$ cat src/rtl/hazard_pkg.sv
// Shared types and default widths for the pipeline hazard/stall controller.
package hazard_pkg;
  localparam int REG_W_DEF = 5;
  localparam int CNT_W_DEF = 16;

  typedef enum logic [1:0] {
    RUN     = 2'd0,
    MEMWAIT = 2'd1,
    FLUSH   = 2'd2
  } state_e;
endpackage

$ cat src/rtl/hazard_perf_counter.sv
// Saturating event counter with synchronous active-low reset and clear.
module hazard_perf_counter #(
  parameter int CNT_W = 16
) (
  input  logic             clk,
  input  logic             rst,
  input  logic             i_inc,
  input  logic             i_clr,
  output logic [CNT_W-1:0] o_count
);
  logic [CNT_W-1:0] r_cnt;

  always_ff @(posedge clk) begin
    if (!rst || i_clr)              r_cnt <= '0;
    else if (i_inc && r_cnt != '1)  r_cnt <= r_cnt + 1'b1;
  end

  assign o_count = r_cnt;
endmodule

$ cat src/rtl/pipeline_stall_controller.sv
// Stall/bubble/flush sequencer for the 5-stage pipeline (mem wait > branch > load-use).
// Optional perf counters enabled by defining HAZARD_PERF_CNT_EN.
module pipeline_stall_controller
  import hazard_pkg::*;
#(
  parameter int REG_W       = REG_W_DEF,
  parameter int FLUSH_CYC   = 1,
  parameter int MEM_TIMEOUT = 64,
  parameter int CNT_W       = CNT_W_DEF
) (
  input  logic             clk,
  input  logic             rst,
  input  logic             MemReadIDEX,
  input  logic [REG_W-1:0] RtIDEX,
  input  logic [REG_W-1:0] RsIFID,
  input  logic [REG_W-1:0] RtIFID,
  input  logic             BranchTakenEX,
  input  logic             MemAccessMEM,
  input  logic             DMemReady,
  output logic             PcLoad,
  output logic             IFIDLoad,
  output logic             HazardSel,
  output logic             IFIDFlush,
  output logic             IDEXFlush,
  output logic             PipeFreeze,
  output logic             MemTimeout,
  output logic [CNT_W-1:0] LoadUseStalls,
  output logic [CNT_W-1:0] MemWaitCycles
);
  localparam int WCNT_W = $clog2(MEM_TIMEOUT + 1);
  localparam logic [WCNT_W-1:0] W_LAST  = WCNT_W'(MEM_TIMEOUT - 1);
  localparam logic [1:0]        FL_INIT = 2'((FLUSH_CYC > 1) ? FLUSH_CYC - 2 : 0);

  state_e            r_state, w_state_nxt;
  logic [WCNT_W-1:0] r_wait_cnt, w_wait_cnt_nxt;
  logic [1:0]        r_flush_cnt, w_flush_cnt_nxt;
  logic              w_mem_stall, w_load_use;

  assign w_mem_stall = MemAccessMEM && !DMemReady;
  assign w_load_use  = MemReadIDEX && (RtIDEX != '0) &&
                       ((RtIDEX == RsIFID) || (RtIDEX == RtIFID));

  always_ff @(posedge clk) begin
    if (!rst) begin
      r_state     <= RUN;
      r_wait_cnt  <= '0;
      r_flush_cnt <= '0;
    end else begin
      r_state     <= w_state_nxt;
      r_wait_cnt  <= w_wait_cnt_nxt;
      r_flush_cnt <= w_flush_cnt_nxt;
    end
  end

  always_comb begin
    w_state_nxt     = r_state;
    w_wait_cnt_nxt  = r_wait_cnt;
    w_flush_cnt_nxt = r_flush_cnt;
    PcLoad     = 1'b1;
    IFIDLoad   = 1'b1;
    HazardSel  = 1'b1;
    IFIDFlush  = 1'b0;
    IDEXFlush  = 1'b0;
    PipeFreeze = 1'b0;
    MemTimeout = 1'b0;
    case (r_state)
      RUN: begin
        if (w_mem_stall) begin
          PcLoad         = 1'b0;
          IFIDLoad       = 1'b0;
          PipeFreeze     = 1'b1;
          w_state_nxt    = MEMWAIT;
          // counts frozen cycles so far, so the entry cycle is number one
          w_wait_cnt_nxt = WCNT_W'(1);
        end else if (BranchTakenEX) begin
          IFIDFlush = 1'b1;
          IDEXFlush = 1'b1;
          if (FLUSH_CYC > 1) begin
            w_state_nxt     = FLUSH;
            w_flush_cnt_nxt = FL_INIT;
          end
        end else if (w_load_use) begin
          PcLoad    = 1'b0;
          IFIDLoad  = 1'b0;
          HazardSel = 1'b0;
        end
      end
      MEMWAIT: begin
        PcLoad     = 1'b0;
        IFIDLoad   = 1'b0;
        PipeFreeze = 1'b1;
        if (DMemReady) begin
          w_state_nxt = RUN;
        end else if (r_wait_cnt == W_LAST) begin
          MemTimeout  = 1'b1;
          w_state_nxt = RUN;
        end else begin
          w_wait_cnt_nxt = r_wait_cnt + 1'b1;
        end
      end
      FLUSH: begin
        IFIDFlush = 1'b1;
        IDEXFlush = 1'b1;
        if (r_flush_cnt == '0) w_state_nxt = RUN;
        else                   w_flush_cnt_nxt = r_flush_cnt - 1'b1;
      end
      default: w_state_nxt = RUN;
    endcase
    if (!rst) begin
      PcLoad     = 1'b0;
      IFIDLoad   = 1'b0;
      HazardSel  = 1'b0;
      IFIDFlush  = 1'b1;
      IDEXFlush  = 1'b1;
      PipeFreeze = 1'b0;
      MemTimeout = 1'b0;
    end
  end

`ifdef HAZARD_PERF_CNT_EN
  // HazardSel only drops for a load-use bubble once out of reset
  logic w_lu_bubble;
  assign w_lu_bubble = rst && !HazardSel;

  hazard_perf_counter #(.CNT_W(CNT_W)) u_lu_cnt (
    .clk(clk), .rst(rst), .i_inc(w_lu_bubble), .i_clr(1'b0), .o_count(LoadUseStalls)
  );
  hazard_perf_counter #(.CNT_W(CNT_W)) u_mw_cnt (
    .clk(clk), .rst(rst), .i_inc(PipeFreeze), .i_clr(1'b0), .o_count(MemWaitCycles)
  );
`else
  assign LoadUseStalls = '0;
  assign MemWaitCycles = '0;
`endif
endmodule
$ cat config.mk
export PLATFORM = sky130hd
export DESIGN_NAME = pipeline_stall_controller
export DESIGN_NICKNAME = d
export VERILOG_FILES = /design/src/rtl/hazard_pkg.sv /design/src/rtl/hazard_perf_counter.sv /design/src/rtl/pipeline_stall_controller.sv
export SDC_FILE = /design/constraint.sdc
export NUM_CORES = 1
export LEC_CHECK = 0
export BUFFER_PORTS_ARGS = -buffer_cell sky130_fd_sc_hd__buf_2
export CAP_MARGIN = 40
export CORE_MARGIN = 3
export CORE_UTILIZATION = 40
export DETAILED_ROUTE_END_ITERATION = 10
export GPL_TIMING_DRIVEN = 1
export PLACE_DENSITY = 0.78
export SETUP_SLACK_MARGIN = 0.05
export SLEW_MARGIN = 20
export SYNTH_ARGS = -nofsm -noshare
export SYNTH_HDL_FRONTEND = slang
export SYNTH_SLANG_ARGS = --single-unit
export TNS_END_PERCENT = 5
$ cat constraint.sdc
create_clock -name clk -period 2.6 [get_ports clk]
set_input_delay 0.78 -clock clk [delete_from_list [all_inputs] [get_ports clk]]
set_output_delay 0.78 -clock clk [all_outputs]
set_load 0.05 [all_outputs]
==> flow_summary.yaml, run 1 <==
routing:
  drcViolationCount: 0
  viasPerCell: 4.57
  wl_met2_microns: 1000
  drt-wirelength-per-cell_microns: 11.4
  drt_first_pass_iters: 4
  first_iter_violations: 14
  top_layer_used: "met4"
  drt-total-wl_microns: 1970
  vias: 790
  wl_met3_microns: 208
  m1WireLength_microns: 707
  drt.antenna.violating_nets: 0
worst_setup_path:
  path_class: "input pin to output port"
  rr_worst_depth: 5
  required_ns: 1.82
  cp_max_fo: 2
  slowest_stage: "or4_4"
  crit_start: "RtIDEX[4]"
  crit_arrival_ns: 1.97
  r2r-end: "r_wait_cnt[3]$_SDFFE_PN0P_"
  crit_path_end_kind: "output port"
  crit_path_frequent_cell: "buf_6"
  rr_startpoint: "r_wait_cnt[0]$_SDFFE_PN0P_"
  reg2reg_slack_ns: 0.80
  critPathMaxStageDelay_ns: 0.54
  cp-start-kind: "input pin"
  path_cells: "buf_6 -> or4_4 -> nor2_4 -> nor3b_4 -> a21oi_4 -> buf_6"
cts:
  cts_max_path_buffers: 2
  htreeDepth: 1
  clkLatencyLatePin_ns: 0.25
  clk_pin_slew_ns: 0.05
  cts_inserted_buffers: 3
  cts_root_buffer: "clkbuf_4"
  cts_tree: "yes"
  clock-sinks: 8
floorplanning:
  fp.dieH_microns: 53.0
  ios: 60
  die_area_sq_mm: 0.00281
  placementRows: 16
  die_w_microns: 53.0
  start_util: 0.437
  coreArea_sq_mm: 0.00202
synth:
  synth-edff-count: 0
  synth_flop_cell: "dfxtp_1"
  yosysUniqueCellTypes: 32
  postSynthAreaPerCell_sq_um: 7.68
  yosys-top-cells-area: "buf_4 30%, dfxtp_1 18%, xnor2_1 9.9%"
  synthArstFlopShare: 0
  synth_top_area_share: 0.297
  syn_area_sq_um: 883
  synth_seq_cells: 8
  yosysTopAreaCell: "buf_4"
  ys_seq_area_frac: 0.181
  ys_warn_count: 0
  synthCells: 115
global_routing:
  antenna_found_initial: 0
  grt_max_degree: 13
  grt_first_pass_wirelength_microns: 2890
  grt_usage: 0.141
  overflow: 0
  grt_pass1_vias: 710
power_and_ir_drop:
  total_power_uw: 448
  ir_worst_vdd_uv: 162
  powerDensity_mw_per_mm2: 428
  static-leakage-power_nw: 0.482
finish:
  antenna_cells: 0
  final_common_cell: "conb_1"
  design_area_sq_mm: 0.00105
  drive_above_1_share: 0.363
  fin_nets: 170
  layout_common_cells: "32 x conb_1, 22 x buf_2, 15 x nand2_1"
  area_growth_pct: 18.7
timing:
  worst_pin_slew_ns: 0.559
  min_period_ns: 2.75
  rsz0062_at_grt: "true"
  hold_viol_final: 0
  fin_setup_tns_ns: -0.400
  drv_slew: 0
  relSlewSlack: 0.626
  setup_slack_ns: -0.149
  fin_crit_sh: 1.06
  setup_viol: 3
  timing.fmax_mhz: 364
  skew_ns: 0.00415
run:
  cap_violations: 0
placed_design:
  portBuffers: 27
  place_area_sq_um: 965
  gp_congestion: 0.751
  hpwl_microns: 1510
hold_path:
  holdPathEnd: "r_wait_cnt[6]$_SDFFE_PN0P_"
  hold_path_class: "register to register"
  min_path_cells: 2
  hp-start: "r_wait_cnt[6]$_SDFFE_PN0P_"
status:
  status: "complete, but fails checks"
  violations: "setup timing"
## cells in the mapped netlist (2+ instances only)
library cell	n
buf_4	35
nand2_1	15
xnor2_1	10
dfxtp_1	8
nand3_1	5
nor2_1	4
a21oi_1	3
a21oi_2	3
a31oi_1	3
nor3_1	3
o22ai_1	3
inv_1	2
o21a_1	2
## worst max-delay path by stage
stage                      endpoint  slack [ns]  cells after the start
final                      IFIDLoad       -0.15                      6
after global routing         PcLoad       -0.18                      6
after CTS                  IFIDLoad       -0.15                      6
after detailed placement  HazardSel       -0.23                      6
after global placement    HazardSel       -0.22                      6
after floorplan              PcLoad       -0.26                      5
## sequential cells by signal, summed over array words and instances, names as in the netlist
name        count
r_state         1
r_wait_cnt      7
## cell type report
| cell class | instances | area, sq um |
|---|---|---|
| Fill cell | 204 | 973 |
| Timing Repair Buffer | 34 | 219 |
| Multi-Input combinational cell | 99 | 606 |
| Inverter | 2 | 7.51 |
| Sequential cell | 8 | 160 |
| Tap cell | 27 | 33.8 |
| Clock buffer | 3 | 22.5 |
## repair_timing
action	4_1_cts	5_1_grt
hold buffers	0	0
gates resized for setup	8	6
endpoints found under the setup margin	3	3
buffers inserted	0	0
endpoints found under the hold margin	0	0
pin swaps	2	5
## critical path: cells and delay by family
kind	cells	cell delay (ns)
and+or+nand+nor	3	0.73
buffers and inverters	2	0.27
AOI/OAI and AO/OA	1	0.18
## metal layers
metal  vias up  track usage
met2        49        0.242
met5         -            0
met3         9       0.0423
li1        384            -
met4         0       0.0766
met1       348        0.152
## kinds of logic (layout without fill, tap and decap cells)
group | count (synthesis) | in the layout | synth area share
AO/OA/AOI/OAI | 20 | 20 | 0.170
XOR/XNOR | 10 | 10 | 0.0991
adder cells (fa/ha/maj) | 1 | 1 | 0.0142
buffers and inverters | 39 | 39 | 0.324
flip-flops | 8 | 8 | 0.181
other | 1 | 32 | 0.00425
AND/OR/NAND/NOR | 36 | 36 | 0.207
## power breakdown
part	switching [mW]	internal, mW	leakage (nW)
logic	0.172	0.0531	0.403
registers	0.00485	0.125	0.0649
clock network	0.0409	0.0527	0.0138
## through the flow
step	utilization	hold WS, ns	worst slack, ns	std cells
4_1_cts	0.501	0.448	-0.154	173
2_1_floorplan	-	0.418	-0.262	146
6_report	0.519	0.448	-0.149	173
5_1_grt	0.519	0.470	-0.179	173
3_3_place_gp	0.477	0.430	-0.218	170
3_5_place_dp	0.477	0.441	-0.233	170
Power figures use the tool's default switching activity.
==> inputs of run 2 (changes only) <==
- CORE_UTILIZATION: 40 -> 35
- PLACE_DENSITY: 0.78 -> 0.69
- SLEW_MARGIN: 20 -> not set
- clock period: 2.6 -> 2.7 ns (I/O delays scaled with it)
==> run 2 against run 1 <==
- the run still ends with setup timing left
- sequential cell count stayed put
- first-iteration DRC count is 7.1% higher
- largest power group unchanged
- cell count stayed put
- non-clock buffer count is 1 lower
- count of clock-buffer cells in the layout stayed put
- final area is 1.6% lower
- worst hold slack better by 0.0022 ns
- core utilization is 6.9 points lower
- sequential power is 3% lower
- die area is 13% higher
- critical endpoint is now HazardSel
- sequential share of layout area is 0.24 points higher
- largest cell class unchanged
==> flow_summary.yaml, run 2 (synthesis results as in run 1) <==
status:
  status: "complete, but fails checks"
  violations: "setup timing"
cts:
  cts_inserted_buffers: 3
  htreeDepth: 1
  post-cts-setup-buffers: 0
  cts_max_path_buffers: 2
  clock-sinks: 8
  cts_root_buffer: "clkbuf_4"
  clk_pin_slew_ns: 0.05
  clkLatencyLatePin_ns: 0.26
  cts_tree: "yes"
power_and_ir_drop:
  swShare: 0.489
  seqPwrFrac: 0.292
  powerDensity_mw_per_mm2: 416
  power_switching_uw: 210
  p_int_uw: 219
  ir_worst_vdd_uv: 185
  static-leakage-power_nw: 0.470
  clkPwrFrac: 0.218
  combinationalPowerShare: 0.490
finish:
  final_common_cell: "conb_1"
  drive_above_1_share: 0.366
  layout_common_cells: "32 x conb_1, 23 x buf_2, 15 x nand2_1"
  fin_nets: 169
  antenna_cells: 0
  fin_util: 0.449
  reg.largest.list: "r_wait_cnt x7, r_state x1"
  largest_reg_flops: 7
  area_growth_pct: 16.9
  regMostFlops: "r_wait_cnt"
worst_setup_path:
  slowest_stage: "or4_4"
  crit_path_end_kind: "output port"
  rr_startpoint: "r_wait_cnt[0]$_SDFFE_PN0P_"
  path_cells: "buf_6 -> or4_4 -> nor2_4 -> nor3b_2 -> a31oi_2 -> buf_6"
  rr_worst_depth: 5
  cp-start-kind: "input pin"
  reg2reg_slack_ns: 0.89
  critPathMaxStageDelay_ns: 0.54
  cp_max_fo: 2
  required_ns: 1.89
  r2r-end: "r_wait_cnt[3]$_SDFFE_PN0P_"
  path_class: "input pin to output port"
  crit_arrival_ns: 1.98
  crit_path_frequent_cell: "buf_6"
routing:
  top_layer_used: "met4"
  wl_met3_microns: 206
  viasPerCell: 4.51
  first_iter_violations: 15
  drt-total-wl_microns: 1750
  m1WireLength_microns: 641
  drt-wirelength-per-cell_microns: 10.1
  vias: 780
  drt.antenna.violating_nets: 0
  drt_first_pass_iters: 4
  wl_met2_microns: 876
  drcViolationCount: 0
floorplanning:
  coreArea_sq_mm: 0.00230
  placementRows: 17
  ios: 60
  die_w_microns: 56.2
  start_util: 0.385
  die_area_sq_mm: 0.00316
  fp.dieH_microns: 56.2
timing:
  hold_viol_final: 0
  min_period_ns: 2.79
  fin_setup_tns_ns: -0.171
  skew_ns: 0.00317
  rsz0062_at_grt: "true"
  setup_slack_ns: -0.0932
  relSlewSlack: 0.625
  worst_pin_slew_ns: 0.561
  fin_crit_sh: 1.03
  drv_slew: 0
  setup_viol: 3
  timing.fmax_mhz: 358
run:
  cap_violations: 0
global_routing:
  grt_first_pass_wirelength_microns: 2770
  grt_pass1_vias: 651
  grt_usage: 0.110
  antenna_found_initial: 0
  grt_max_degree: 13
  overflow: 0
hold_path:
  hold_path_class: "register to register"
  min_path_cells: 2
  holdPathEnd: "r_wait_cnt[6]$_SDFFE_PN0P_"
  hp-start: "r_wait_cnt[6]$_SDFFE_PN0P_"
placed_design:
  gp_congestion: 0.783
  portBuffers: 27
  hpwl_microns: 1450
[run 2: cell types whose count changed in the layout (fill, tap and decap cells not counted), sizes merged]
cell and change:
buf -1
[run 2: worst max path at each step]
stage          startpoint         to
5_1_grt         RtIDEX[4]  HazardSel
3_5_place_dp    RtIDEX[1]  HazardSel
2_1_floorplan   RtIDEX[1]     PcLoad
6_report        RtIDEX[4]  HazardSel
3_3_place_gp    RtIDEX[1]  HazardSel
4_1_cts         RtIDEX[4]  HazardSel
[run 2: critical path: cells and delay by family]
| family | cells | cell delay [ns] |
|---|---|---|
| simple gates | 3 | 0.69 |
| buf+inv | 2 | 0.27 |
| compound gates | 1 | 0.20 |
[run 2: through the flow]
step           instances  setup slack, ns  total power, mW  hold WS (ns)  cell area [sq um]
5_1_grt              173           -0.147            0.452         0.473               1030
2_1_floorplan        146           -0.222            0.331         0.418               1020
4_1_cts              173           -0.105            0.430         0.454               1020
6_report             173          -0.0932            0.430         0.450               1030
3_5_place_dp         170           -0.218            0.328         0.448                958
3_3_place_gp         170           -0.205            0.325         0.432                958
[run 2: power groups by stage]
stage	Clock [mW]	Sequential, mW	Combinational (mW)
5_1_grt	0.103	0.126	0.222
4_1_cts	0.0975	0.125	0.207
3_3_place_gp	0	0.127	0.198
6_report	0.0936	0.126	0.211
3_5_place_dp	0	0.128	0.200
2_1_floorplan	0	0.125	0.207
[run 2: cell type report]
type,count,area (sq um)
Clock buffer,3,22.5
Fill cell,251,1260
Inverter,2,7.51
Multi-Input combinational cell,99,602
Sequential cell,8,160
Tap cell,28,35.0
Timing Repair Buffer,33,205
[run 2: timing repair]
action	in CTS	in global routing
endpoints found under the setup margin	3	5
gates resized for setup	10	3
hold buffers	0	0
pin swaps	4	2
[run 2: per-layer routing]
metal | track usage | up-vias
li1 | - | 378
met1 | 0.128 | 349
met2 | 0.180 | 48
met3 | 0.0418 | 5
met4 | 0.0407 | 0
met5 | 0 | -
==> inputs of run 3 (changes only) <==
- ABC_AREA: not set -> 1
- PLACE_DENSITY: 0.69 -> 0.68
- SKIP_CTS_REPAIR_TIMING: not set -> 1
==> run 3 against run 2 <==
- the flow now finishes without violations
- clock skew fell by 0.0013 ns
- count of clock-buffer cells in the layout did not move
- highest routed layer unchanged
- first-iteration DRC count fell by 40%
- critical endpoint is now IFIDLoad
- sequential cell count did not move
- routed wire length rose by 3.2%
- sequential power barely moved
==> flow_summary.yaml, run 3 <==
routing:
  drt-total-wl_microns: 1810
  first_iter_violations: 9
  drt_first_pass_iters: 4
  drt-wirelength-per-cell_microns: 8.21
  drcViolationCount: 0
  drt.antenna.violating_nets: 0
  vias: 894
  viasPerCell: 4.06
hold_path:
  hold_path_class: "register to register"
synth:
  syn_area_sq_um: 947
  synthCells: 164
  synthArstFlopShare: 0
  yosysMostFrequentCell: "nand2_1"
  synth_seq_cells: 8
  ys_warn_count: 0
  synth-edff-count: 0
  postSynthAreaPerCell_sq_um: 5.78
  synth_top_area_share: 0.277
  yosysTopAreaCell: "buf_4"
  ys_seq_area_frac: 0.169
  yosys-top-cells-area: "buf_4 28%, nand2_1 19%, dfxtp_1 17%"
  yosysUniqueCellTypes: 19
  yosys-top-cells-count: "47 x nand2_1, 35 x buf_4, 27 x inv_1, 17 x nor2_1, 9 x nand3_1"
  synth_flop_cell: "dfxtp_1"
timing:
  holdWs_ns: 0.496
  min_period_ns: 2.54
  setup_viol: 0
  timing.fmax_mhz: 393
  setup_slack_ns: 0.157
  hold_viol_final: 0
  drv_slew: 0
  fin_crit_sh: 0.942
  rsz0062_at_grt: "true"
  fin_setup_tns_ns: 0
  skew_ns: 0.00183
finish:
  fin_util: 0.401
  regMostFlops: "r_wait_cnt"
  drive_above_1_share: 0.205
  fin_nets: 214
  instances_no_fill: 220
  design_area_sq_mm: 0.00101
  layout_common_cells: "47 x nand2_1, 32 x conb_1, 27 x inv_1"
  area_growth_pct: 6.87
  final_common_cell: "nand2_1"
  antenna_cells: 0
  largest_reg_flops: 7
  reg.largest.list: "r_wait_cnt x7, r_state x1"
run:
  cap_violations: 0
worst_setup_path:
  critPathMaxStageDelay_ns: 0.23
  path_cells: "buf_2 -> inv_1 -> nand2_1 -> nand2_1 -> nor2_1 -> nand3_1 -> nand2_1 -> nand2_1 -> nand2_1 -> nor2_2 -> clkbuf_4"
  required_ns: 1.89
  cp_max_fo: 3
  slowest_stage: "clkbuf_4"
  crit_path_frequent_cell: "nand2_1"
  cp-start-kind: "input pin"
  path_class: "input pin to output port"
  crit_path_end_kind: "output port"
  crit_arrival_ns: 1.73
placed_design:
  gp_congestion: 0.853
  dp.cells: 217
  dp_slack_ns: 0.123
  portBuffers: 27
  place_area_sq_um: 982
  hpwl_microns: 1490
floorplanning:
  die_w_microns: 58.0
  coreArea_sq_mm: 0.00252
  placementRows: 18
  start_util: 0.375
  die_area_sq_mm: 0.00337
  ios: 60
  fp.dieH_microns: 58.0
cts:
  clkLatencyLatePin_ns: 0.26
  htreeDepth: 1
  cts_root_buffer: "clkbuf_4"
  cts_tree: "yes"
  cts_inserted_buffers: 3
  clock-sinks: 8
  clk_pin_slew_ns: 0.06
  cts_max_path_buffers: 2
power_and_ir_drop:
  powerDensity_mw_per_mm2: 426
  static-leakage-power_nw: 0.655
  ir_worst_vdd_uv: 341
  total_power_uw: 431
status:
  status: "finished, final reports clean"
global_routing:
  antenna_found_initial: 0
  grt_first_pass_wirelength_microns: 2860
  grt_max_degree: 12
  overflow: 0
  grt_usage: 0.110
  grt_pass1_vias: 717
-- run 3: cell types whose count changed after synthesis, sizes merged, moves of 3 or more --
cell,delta
a21oi,-3
inv,+25
nand2,+35
o21ai,+3
a31oi,-3
nor2,+13
o22ai,-3
nand3,+4
xnor2,-8
-- run 3: routing by layer --
metal  wire length [microns]  vias up  share of wire  track usage
met4                      39        0          0.022       0.0298
li1                        -      476              -            -
met2                     853       39           0.47        0.181
met5                       0        -              0            0
met3                     168        4          0.093       0.0401
met1                     746      375           0.41        0.134
-- run 3: final cells by class --
type	instances	area (sq um)
clock buffer	3	22.5
timing repair buffer	28	150
sequential	8	160
tap	30	37.5
fill	284	1510
multi-input combinational	124	541
inverter	27	101
-- run 3: path summary, 6_finish.rpt --
path	from	endpoint	slack [ns]	cells after the start
max	RtIDEX[3]	IFIDLoad	0.16	11
min	r_wait_cnt[6]$_SDFFE_PN0P_	r_wait_cnt[6]$_SDFFE_PN0P_	0.50	2
max reg2reg	r_wait_cnt[0]$_SDFFE_PN0P_	r_wait_cnt[6]$_SDFFE_PN0P_	1.27	9
min reg2reg	r_wait_cnt[6]$_SDFFE_PN0P_	r_wait_cnt[6]$_SDFFE_PN0P_	0.50	2
-- run 3: report_power, final --
part,total [mW],switching [mW],internal (mW),leakage [nW]
sequential,0.129,0.00534,0.124,0.0653
clock,0.0955,0.0444,0.0511,0.0138
combinational,0.206,0.168,0.0379,0.576
-- run 3: cell families (layout without fill, tap and decap cells) --
logic type,count (synthesis),after routing,share of synthesized area
fa+ha+maj,1,1,0.0132
buf+inv,63,58,0.396
simple gates,81,81,0.357
flops,8,8,0.169
compound gates,8,8,0.0423
xor+xnor,2,2,0.0185
other cells,1,32,0.00396
-- run 3: worst max-delay path, delay by kind of cell --
kind / cells / cell delay, ns
buffers and inverters: 3 / 0.43
and+or+nand+nor: 8 / 0.50
